[src/rtl/serial_adder_if.sv]
// -----------------------------------------------------------------------------
// serial_adder_if
//   Handshake and data bundle for serial_adder.
//   Signals:
//     start      request a new addition (sampled by the adder only when idle)
//     a, b, cin  operands and carry-in, captured on the accepting edge
//     busy       adder is shifting or presenting its result
//     done       one-cycle pulse, s/cout (and ovf) valid
//     s, cout    registered sum and carry-out
//     ovf        two's-complement overflow, present only with SERIAL_ADDER_OVF_EN
//   Modports: master drives requests (testbench / host), slave is the adder.
//   Optional feature macro: SERIAL_ADDER_OVF_EN
// -----------------------------------------------------------------------------
interface serial_adder_if #(
   parameter int N = 8
);
   logic         start;
   logic [N-1:0] a;
   logic [N-1:0] b;
   logic         cin;
   logic         busy;
   logic         done;
   logic [N-1:0] s;
   logic         cout;
`ifdef SERIAL_ADDER_OVF_EN
   logic         ovf;

   modport master (output start, a, b, cin, input busy, done, s, cout, ovf);
   modport slave  (input start, a, b, cin, output busy, done, s, cout, ovf);
`else
   modport master (output start, a, b, cin, input busy, done, s, cout);
   modport slave  (input start, a, b, cin, output busy, done, s, cout);
`endif
endinterface

[src/rtl/serial_adder.sv]
// -----------------------------------------------------------------------------
// serial_adder
//   Bit-serial N-bit adder: one full-adder evaluation per clock, LSB first.
//   A start accepted in IDLE loads the operands; N SHIFT cycles follow, then a
//   single DONE cycle in which done pulses and the registered result is valid.
//   s/cout only change on entry to DONE or on reset, so the previous result
//   stays visible while the next addition is running.
//   Ports:
//     clk    rising-edge clock
//     rst_n  synchronous active-low reset (priority over start)
//     bus    serial_adder_if.slave: start, a, b, cin in; busy, done, s, cout out
//   Parameter: N operand/result width, 2..32.
//   Optional feature macro: SERIAL_ADDER_OVF_EN adds bus.ovf, the signed
//   overflow flag registered alongside s.
// -----------------------------------------------------------------------------
module serial_adder #(
   parameter int N = 8
) (
   input  logic           clk,
   input  logic           rst_n,
   serial_adder_if.slave  bus
);

   localparam int CW = (N > 1) ? $clog2(N) : 1;

   typedef enum logic [1:0] {
      IDLE  = 2'd0,
      SHIFT = 2'd1,
      DONE  = 2'd2
   } state_t;

   state_t          r_state;
   state_t          w_state_nxt;

   logic [N-1:0]    r_a;
   logic [N-1:0]    r_b;
   logic [N-1:0]    r_psum;
   logic [N-1:0]    r_s;
   logic            r_carry;
   logic            r_cout;
   logic [CW-1:0]   r_cnt;
`ifdef SERIAL_ADDER_OVF_EN
   logic            r_ovf;
`endif

   logic            w_load;
   logic            w_shift;
   logic            w_last;
   logic            w_busy;
   logic            w_done;
   logic            w_x;
   logic            w_y;
   logic            w_z;
   logic            w_sum;
   logic            w_carry;

   function automatic logic fa_sum(input logic x, input logic y, input logic z);
      return x ^ y ^ z;
   endfunction

   function automatic logic fa_carry(input logic x, input logic y, input logic z);
      return (x & y) | (x & z) | (y & z);
   endfunction

   assign w_x     = r_a[0];
   assign w_y     = r_b[0];
   assign w_z     = r_carry;
   assign w_sum   = fa_sum(w_x, w_y, w_z);
   assign w_carry = fa_carry(w_x, w_y, w_z);

   // ---- control: state register -------------------------------------------
   always_ff @(posedge clk) begin
      if (!rst_n) begin
         r_state <= IDLE;
      end else begin
         r_state <= w_state_nxt;
      end
   end

   always_comb begin
      w_state_nxt = r_state;
      w_load      = 1'b0;
      w_shift     = 1'b0;
      w_last      = 1'b0;
      w_busy      = 1'b0;
      w_done      = 1'b0;
      case (r_state)
         IDLE: begin
            if (bus.start) begin
               w_load      = 1'b1;
               w_state_nxt = SHIFT;
            end
         end
         SHIFT: begin
            w_busy  = 1'b1;
            w_shift = 1'b1;
            // counter value N-1 marks the MSB evaluation
            if (r_cnt == CW'(N - 1)) begin
               w_last      = 1'b1;
               w_state_nxt = DONE;
            end
         end
         DONE: begin
            w_busy      = 1'b1;
            w_done      = 1'b1;
            w_state_nxt = IDLE;
         end
         default: begin
            w_state_nxt = IDLE;
         end
      endcase
   end

   // ---- datapath: operand shift, partial sum, result capture ----------------
   always_ff @(posedge clk) begin
      if (!rst_n) begin
         r_a     <= '0;
         r_b     <= '0;
         r_psum  <= '0;
         r_s     <= '0;
         r_carry <= 1'b0;
         r_cout  <= 1'b0;
         r_cnt   <= '0;
`ifdef SERIAL_ADDER_OVF_EN
         r_ovf   <= 1'b0;
`endif
      end else if (w_load) begin
         r_a     <= bus.a;
         r_b     <= bus.b;
         r_carry <= bus.cin;
         r_cnt   <= '0;
      end else if (w_shift) begin
         r_a     <= {1'b0, r_a[N-1:1]};
         r_b     <= {1'b0, r_b[N-1:1]};
         // sum bits enter at the MSB so after N shifts bit 0 sits at the LSB
         r_psum  <= {w_sum, r_psum[N-1:1]};
         r_carry <= w_carry;
         r_cnt   <= r_cnt + CW'(1);
         if (w_last) begin
            r_s    <= {w_sum, r_psum[N-1:1]};
            r_cout <= w_carry;
`ifdef SERIAL_ADDER_OVF_EN
            // carry flop holds the carry into bit N-1 during the last step
            r_ovf  <= w_z ^ w_carry;
`endif
         end
      end
   end

   assign bus.busy = w_busy;
   assign bus.done = w_done;
   assign bus.s    = r_s;
   assign bus.cout = r_cout;
`ifdef SERIAL_ADDER_OVF_EN
   assign bus.ovf  = r_ovf;
`endif

endmodule

[src/flat_wrapper.sv]
// flat-port wrapper written by rule: the top's interface ports become plain ports
module serial_adder_flat 
#(
   parameter int N = 8
)
  (clk, rst_n, bus_start, bus_a, bus_b, bus_cin, bus_busy, bus_done, bus_s, bus_cout);
  serial_adder_if #(.N(N)) bus_i ();
  input  logic clk;
  input  logic rst_n;
  input wire logic [$bits(bus_i.start)-1:0] bus_start;
  input wire logic [$bits(bus_i.a)-1:0] bus_a;
  input wire logic [$bits(bus_i.b)-1:0] bus_b;
  input wire logic [$bits(bus_i.cin)-1:0] bus_cin;
  output wire logic [$bits(bus_i.busy)-1:0] bus_busy;
  output wire logic [$bits(bus_i.done)-1:0] bus_done;
  output wire logic [$bits(bus_i.s)-1:0] bus_s;
  output wire logic [$bits(bus_i.cout)-1:0] bus_cout;
  assign bus_i.start = bus_start;
  assign bus_i.a = bus_a;
  assign bus_i.b = bus_b;
  assign bus_i.cin = bus_cin;
  assign bus_busy = bus_i.busy;
  assign bus_done = bus_i.done;
  assign bus_s = bus_i.s;
  assign bus_cout = bus_i.cout;
  serial_adder #(.N(N)) u_core (.clk(clk), .rst_n(rst_n), .bus(bus_i));
endmodule
[config.mk]
export PLATFORM = sky130hd
export DESIGN_NAME = serial_adder_flat
export DESIGN_NICKNAME = d
export VERILOG_FILES = /design/src/rtl/serial_adder_if.sv /design/src/rtl/serial_adder.sv /design/src/flat_wrapper.sv
export SDC_FILE = /design/constraint.sdc
export NUM_CORES = 1
export LEC_CHECK = 0
export CORE_AREA = 2 2 68 63
export CTS_CLUSTER_SIZE = 24
export DETAILED_ROUTE_END_ITERATION = 12
export DIE_AREA = 0 0 70 65
export PLACE_DENSITY_LB_ADDON = 0.15
export SKIP_CTS_REPAIR_TIMING = 1
export SLEW_MARGIN = 10
export SYNTH_ARGS = -nofsm -noshare
export SYNTH_HDL_FRONTEND = slang
export SYNTH_SLANG_ARGS = --single-unit
[constraint.sdc]
create_clock -name clk -period 2.5 [get_ports clk]
set_input_delay 0.5 -clock clk [delete_from_list [all_inputs] [get_ports clk]]
set_output_delay 0.5 -clock clk [all_outputs]
set_load 0.1 [all_outputs]
-- Yosys cells after proc, flatten, opt, wreduce, memory -nomap -nowiden
Index checks and enable logic that the tools add are counted.
- register bits: 39
- word-level logic and storage cells: 46
- bits of input ports: 20
- mux-type cells: 16
- equality and inequality tests: 5
- reduce and logical (&&, ||, !) cells: 7
- bitwise gates (word level): 9
- add/sub/neg operators: 1
- operators with widths (kind ; number):
    $mux 8 ; 4
    $mux 1 ; 9
    $mux 2 ; 2
    $pmux 2 s2 ; 1
    $reduce_and 2->1 ; 2
    $reduce_or 2->1 ; 2
    $add 3x1->3 const B ; 1
    $and 1x1->1 ; 3
    $eq 3x3->1 const B ; 1
    $reduce_and 3->1 ; 1
    $eq 2x1->1 const B ; 1
    $eq 2x2->1 const B ; 1
    $logic_not 2->1 ; 1
    $ne 2x1->1 const B ; 1
    $ne 2x2->1 const B ; 1
    $not 1->1 ; 2
    $or 1x1->1 ; 2
    $reduce_bool 2->1 ; 1
    $xor 1x1->1 ; 2

-- Logic depth before layout (Yosys ltp)
Gate-level depths: netlist (run 1).
- depth after elaboration: 5
- depth in mapped cells: 6

-- Worst setup path before layout (run 1)
Ideal clock, no wire load.
- path type: flip-flop to output port
- start: reg u_core.r_state[0]
- end: out bus_busy
- stages on the path, launching flop included: 3
- path buffers: 0
- slack: 0.729 ns
- arrival: 1.271 ns
- cell sequence: dfxtp_1 -> inv_1 -> ha_1
- cells in the longest elaborated chain, start to end: 3
- elaborated cells on any way between the ends: 4
- RTL lines (element ; line ; source):
    start: declaration ; serial_adder.sv:32 ; state_t r_state;
    start signal: assignment ; serial_adder.sv:76 ; r_state <= w_state_nxt;
    $eq 2x2->1 or $eq 2x1->1 (tied branches) ; serial_adder.sv:87 ; case (r_state)
    $reduce_or 2->1 (no source line) (*) ; n/a ;
    $mux 1 (*) ; serial_adder.sv:87 ;
    end: declaration ; flat_wrapper.sv:14 ; output wire logic [$bits(bus_i.busy)-1:0] bus_busy;
Mark *: on every way between the ends. The rest lies on a longest branch, timed or not.

-- Final worst setup path (run 1)
Same ends and word-level chain as after synthesis.

==> flow_metrics.tcl, run 1 <==
set metrics [dict create \
    layout-drive-gt1-share_pct 11.6 \
    grt_max_degree 48 \
    timing.final.crit_period_ns 1.84 \
    final_antenna_net_count 0 \
    switching_share_pct 33.1 \
    hold_path_class "register to register" \
    grt_pass1_wl_mm 5.15 \
    initial_core_util_pct 42.5 \
    cts_tree "built" \
    cp_data_arrival_time_ns 1.34 \
    setup_violations 0 \
    synth_top_family_by_area "multiplexers" \
    finClkSkew_ns 0.00505 \
    clkPwrFrac_pct 27.0 \
    synthSimpleGateAreaFrac_pct 11.1 \
    worst_r2r_path_depth 5 \
    cts-buffers-inserted 5 \
    cp-startpoint "u_core.r_state[0]" \
    wire_per_inst_um 12.3 \
    criticalPathCategory "register to primary output" \
    postSynthCellCount 170 \
    routed_wl_mm 3.02 \
    vias 1219 \
    ios 31 \
    startpoint_type "register" \
    maxSlewHeadroom_pct 58.9 \
    combPwrFrac_pct 32.6 \
    root_buffer "clkbuf_8" \
    required_ns 2.00 \
    cts.path.max_buffers 2 \
    synth_compound_area_share_pct 10.4 \
    synth-seq-cells 38 \
    r2r_slack_ns 0.75 \
    synth-adder-area-share_pct 6.47 \
    yosysWarnings 0 \
    core_area_mm2 0.00391 \
    synth_mux_area_share_pct 21.1 \
    crit_path_end_kind "primary output" \
    fp.dieH_um 65 \
    globalRouteMet2Util_pct 22.7 \
    antenna_found_initial 0 \
    crit_end "bus_busy" \
    io_buffers 30 \
    first_global_vias 1187 \
    cts.sink_count 38 \
    p_leak_nw 0.783 \
    dp.final_hpwl_mm 2.06 \
    grt_setup_unrepaired "false" \
    power.switching_mw 0.638 \
    reg2reg_from "u_core.r_state[1]" \
    r2r-end "u_core.r_b[6]" \
    fin_nets 226 \
    seq_power_share_pct 40.3 \
    antenna_cells 0 \
    overflow 0 \
    viasPerCell 4.96 \
    rows 22 \
    fmax_ghz 0.544 \
    mostFrequentLayoutCells "38 x dfxtp_1, 35 x mux2i_1, 23 x nand2_1, 19 x clkdlybuf4s50_1" \
    hold_viol_final 0 \
    path_clk_slew_ns 0.07 \
    tightest_slew_ns 0.616 \
    irDropWorstVdd_uv 340 \
    grt-busiest-layer "met2" \
    ys_types 21 \
    first_pass_iters 4 \
    dieArea_mm2 0.00455 \
    syn_nets 198 \
    cp_max_fo 4 \
    yosys.area_share.xor_xnor_pct 0.527 \
    period_share_pct 73.5 \
    met1_usage_pct 18.0 \
    ys_seq_area_share_pct 45.7 \
    grt_use_total_pct 14.5 \
    n_fill_cell 370 \
    clock_latency_ns 0.28 \
    die_w_um 70 \
    setup_tns_ns 0 \
    grt_use_met3_pct 4.51 \
    layout_commonest_cell "dfxtp_1" \
    slew_viol_final 0 \
    power_density_mw_per_mm2 933 \
    drt_iter0_drc 40 \
    syn_avg_cell_area_um2 9.78 \
    maxCapViolCount 0 \
    syn-cell-area_mm2 0.00166 \
    routabilityCongestion 0.677 \
    status "finished clean" \
    area_delta_synth_final_pct 24.3 \
    p_int_mw 1.29 \
    drcViolationCount 0 \
    htreeDepth 2 \
    holdWs_ns 0.463 \
]
[how the worst min path moves through the flow]
stage / from / endpoint / slack, ns / cells after the start
floorplan: u_core.r_psum[1] / u_core.bus.s[0] / 0.44 / 2
global placement: u_core.bus.s[3] / u_core.bus.s[3] / 0.44 / 2
detailed placement: u_core.bus.cout / u_core.bus.cout / 0.45 / 2
CTS: u_core.bus.cout / u_core.bus.cout / 0.47 / 2
global route: u_core.bus.s[6] / u_core.bus.s[6] / 0.49 / 2
finish: u_core.bus.s[4] / u_core.bus.s[4] / 0.46 / 2
[stage by stage]
stage / total power [mW] / util (%) / std cells / setup slack [ns] / instance area [um^2]
after floorplan: 1.30 / - / 170 / 0.729 / 1660
after global placement: 1.41 / 50.0 / 239 / 0.788 / 1950
after detailed placement: 1.43 / 50.0 / 239 / 0.747 / 1950
after CTS: 1.96 / 52.9 / 246 / 0.654 / 2070
after global routing: 2.05 / 52.9 / 246 / 0.581 / 2070
final: 1.93 / 52.9 / 246 / 0.663 / 2070
[critical path: stages, from the launching register on]
cell and delay (ns):
dfxtp_1 0.38, inv_1 0.10, ha_1 0.29, buf_4 0.28
[routing by layer]
metal / wire length [um] / vias up
li1: - / 632
met3: 105 / 5
met1: 1480 / 564
met5: 0 / -
met2: 1380 / 18
met4: 51 / 0
[area by class of cell]
| type | instances | area, um^2 | area share (%) |
|---|---|---|---|
| multi-input cells | 116 | 823 | 39.8 |
| flip-flops and latches | 38 | 761 | 36.8 |
| well taps | 48 | 60.1 | 2.91 |
| inverters | 4 | 15.0 | 0.726 |
| clock buffers | 6 | 82.6 | 4.00 |
| repair buffers | 33 | 295 | 14.3 |
| clock inverters | 1 | 30.0 | 1.45 |
[flip-flops by register name, summed over array words and instances, names as in the netlist]
register         count
u_core.r_a           8
u_core.r_b           8
u_core.r_psum        7
u_core.r_carry       1
u_core.bus.s         8
u_core.r_state       2
u_core.bus.cout      1
u_core.r_cnt         3
[cells in the mapped netlist]
| cell | n | share of area [%] |
|---|---|---|
| nand2_1 | 23 | 5.2 |
| inv_1 | 4 | 0.90 |
| clkbuf_1 | 4 | 0.90 |
| dfxtp_1 | 38 | 46 |
| nor2_1 | 3 | 0.68 |
| and3_4 | 1 | 0.68 |
| ha_1 | 7 | 5.3 |
| nand2_2 | 1 | 0.38 |
| nor2b_1 | 7 | 2.6 |
| nand3_1 | 2 | 0.60 |
| buf_2 | 6 | 1.8 |
| o21ai_0 | 15 | 4.5 |
| a21oi_1 | 15 | 4.5 |
| buf_4 | 1 | 0.45 |
| a22oi_1 | 1 | 0.45 |
| xnor2_1 | 1 | 0.53 |
| nand3b_1 | 2 | 0.90 |
| mux2i_1 | 35 | 21 |
| buf_6 | 1 | 0.68 |
| a21boi_0 | 2 | 0.90 |
| fa_1 | 1 | 1.2 |
[power by group through the flow]
stage | clock network [mW] | logic (mW) | registers, mW
final | 0.521 | 0.629 | 0.777
after global placement | 0 | 0.622 | 0.784
after floorplan | 0 | 0.529 | 0.769
after CTS | 0.540 | 0.638 | 0.778
after global routing | 0.565 | 0.692 | 0.790
after detailed placement | 0 | 0.635 | 0.790
[cells by family after synthesis]
| family | count (synthesis) |
|---|---|
| simple gates | 39 |
| flops | 38 |
| mux | 35 |
| compound gates | 33 |
| buf+inv | 16 |
| fa+ha+maj | 8 |
| xor+xnor | 1 |
No activity file was read; power rests on OpenSTA's default activity.
==> run 2, diff against run 1 <==
- clock period: 2.5 -> 1.7 ns (I/O delays scaled with it)
==> flow_metrics.tcl, run 2 (same netlist as run 1, synthesis figures left out) <==
set metrics [dict create \
    status "finished clean" \
    route.met3.wl_um 100 \
    worstHoldStart "u_core.r_psum[1]" \
    worst_r2r_path_depth 5 \
    slowest_stage "dfxtp_1" \
    dp.final_hpwl_mm 2.18 \
    met2WireLength_mm 1.46 \
    grt_pass1_wl_mm 5.50 \
    wire_per_inst_um 12.2 \
    hold_viol_final 0 \
    power_density_mw_per_mm2 1260 \
    tightest_slew_ns 0.460 \
    antenna_cells 0 \
    antenna_found_initial 0 \
    required_ns 1.36 \
    routed.top_layer "met4" \
    cts.path.max_buffers 2 \
    layout_commonest_cell "dfxtp_1" \
    initial_core_util_pct 42.5 \
    finClkSkew_ns 0.00272 \
    crit_end "bus_busy" \
    routed_wl_mm 3.03 \
    slew_viol_final 0 \
    fmax_ghz 0.618 \
    dieArea_mm2 0.00455 \
    first_pass_iters 4 \
    drt_iter0_drc 32 \
    irDropWorstVdd_uv 596 \
    layoutNonFillerInstCount 248 \
    ios 31 \
    criticalPathCategory "register to primary output" \
    layout-drive-gt1-share_pct 12.0 \
    cts_tree "built" \
    routabilityCongestion 0.680 \
    crit_path_end_kind "primary output" \
    area_delta_synth_final_pct 33.3 \
    setup_tns_ns 0 \
    rows 22 \
    hold_path_class "register to register" \
    clock_latency_ns 0.28 \
    path_clk_slew_ns 0.07 \
    core_area_mm2 0.00391 \
    dpl.cell_count 240 \
    grt_setup_unrepaired "false" \
    finalPower_mw 2.80 \
    n_fill_cell 342 \
    fp.dieH_um 65 \
    worstPathCellList "inv_1, ha_1, buf_12" \
    cp-startpoint "u_core.r_state[0]" \
    startpoint_type "register" \
    die_w_um 70 \
    vias 1207 \
    htreeDepth 2 \
    cts-buffers-inserted 5 \
    cp_data_arrival_time_ns 1.28 \
    setup_violations 0 \
    reg2reg_from "u_core.r_state[0]" \
    grt_use_total_pct 15.4 \
    maxCapViolCount 0 \
    period_share_pct 95.2 \
    cp_max_fo 4 \
    drcViolationCount 0 \
    fin_nets 227 \
    r2r-end "u_core.bus.cout" \
    grt_max_degree 48 \
    p_leak_nw 0.819 \
    root_buffer "clkbuf_8" \
    r2r_slack_ns 0.20 \
    io_buffers 30 \
    timing.final.crit_period_ns 1.62 \
    first_global_vias 1272 \
    cts.sink_count 38 \
    mostFrequentLayoutCells "38 x dfxtp_1, 35 x mux2i_1, 23 x nand2_1, 19 x clkdlybuf4s50_1" \
    holdWs_ns 0.482 \
    overflow 0 \
    slowest_delay_ns 0.39 \
    wl_met1_mm 1.41 \
    maxSlewHeadroom_pct 69.3 \
    final_antenna_net_count 0 \
    viasPerCell 4.87 \
]
## run 2: cell types whose count changed in the layout (fill, tap and decap cells not counted), sizes merged
cell and change:
buf +1, bufinv -1, clkbuf +1, clkinv +1
## run 2: cell type report
type | count | area [um^2] | share of cell area [%]
Clock buffer | 7 | 86.3 | 3.90
Clock inverter | 1 | 5.00 | 0.226
Inverter | 4 | 15.0 | 0.678
Multi-Input combinational cell | 116 | 823 | 37.2
Sequential cell | 38 | 761 | 34.3
Tap cell | 48 | 60.1 | 2.71
Timing Repair Buffer | 34 | 465 | 21.0
## run 2: worst max-delay path: cells and delay by family (launching register included)
| kind | cells | cell delay (ns) |
|---|---|---|
| buffers and inverters | 2 | 0.28 |
| adders and majority gates | 1 | 0.34 |
| DFF | 1 | 0.39 |
## run 2: worst min path at each step
| stage | end | slack (ns) | cells past startpoint |
|---|---|---|---|
| final | u_core.bus.s[0] | 0.48 | 2 |
| after CTS | u_core.bus.s[4] | 0.48 | 2 |
| after global placement | u_core.bus.s[0] | 0.46 | 2 |
| after detailed placement | u_core.bus.s[0] | 0.46 | 2 |
| after floorplan | u_core.bus.s[0] | 0.44 | 2 |
| after global routing | u_core.bus.s[0] | 0.50 | 2 |
## run 2: through the flow
step	cell area [um^2]	utilization (%)	setup WS [ns]
after floorplan	1660	-	0.0892
after global placement	2120	54.4	0.162
after detailed placement	2120	54.4	0.105
after CTS	2220	56.7	0.0678
after global routing	2220	56.7	0.0137
final	2220	56.7	0.0810
## run 2: power breakdown
group	internal, mW	total [mW]	switching [mW]
registers	1.04	1.14	0.0971
clock network	0.327	0.617	0.290
logic	0.474	1.04	0.570
## run 2: per-layer routing
metal / vias to the layer above / global-route usage (%)
met5: - / 0
met4: 0 / 7.21
met3: 4 / 3.73
met2: 17 / 27.1
met1: 551 / 17.7
li1: 635 / -
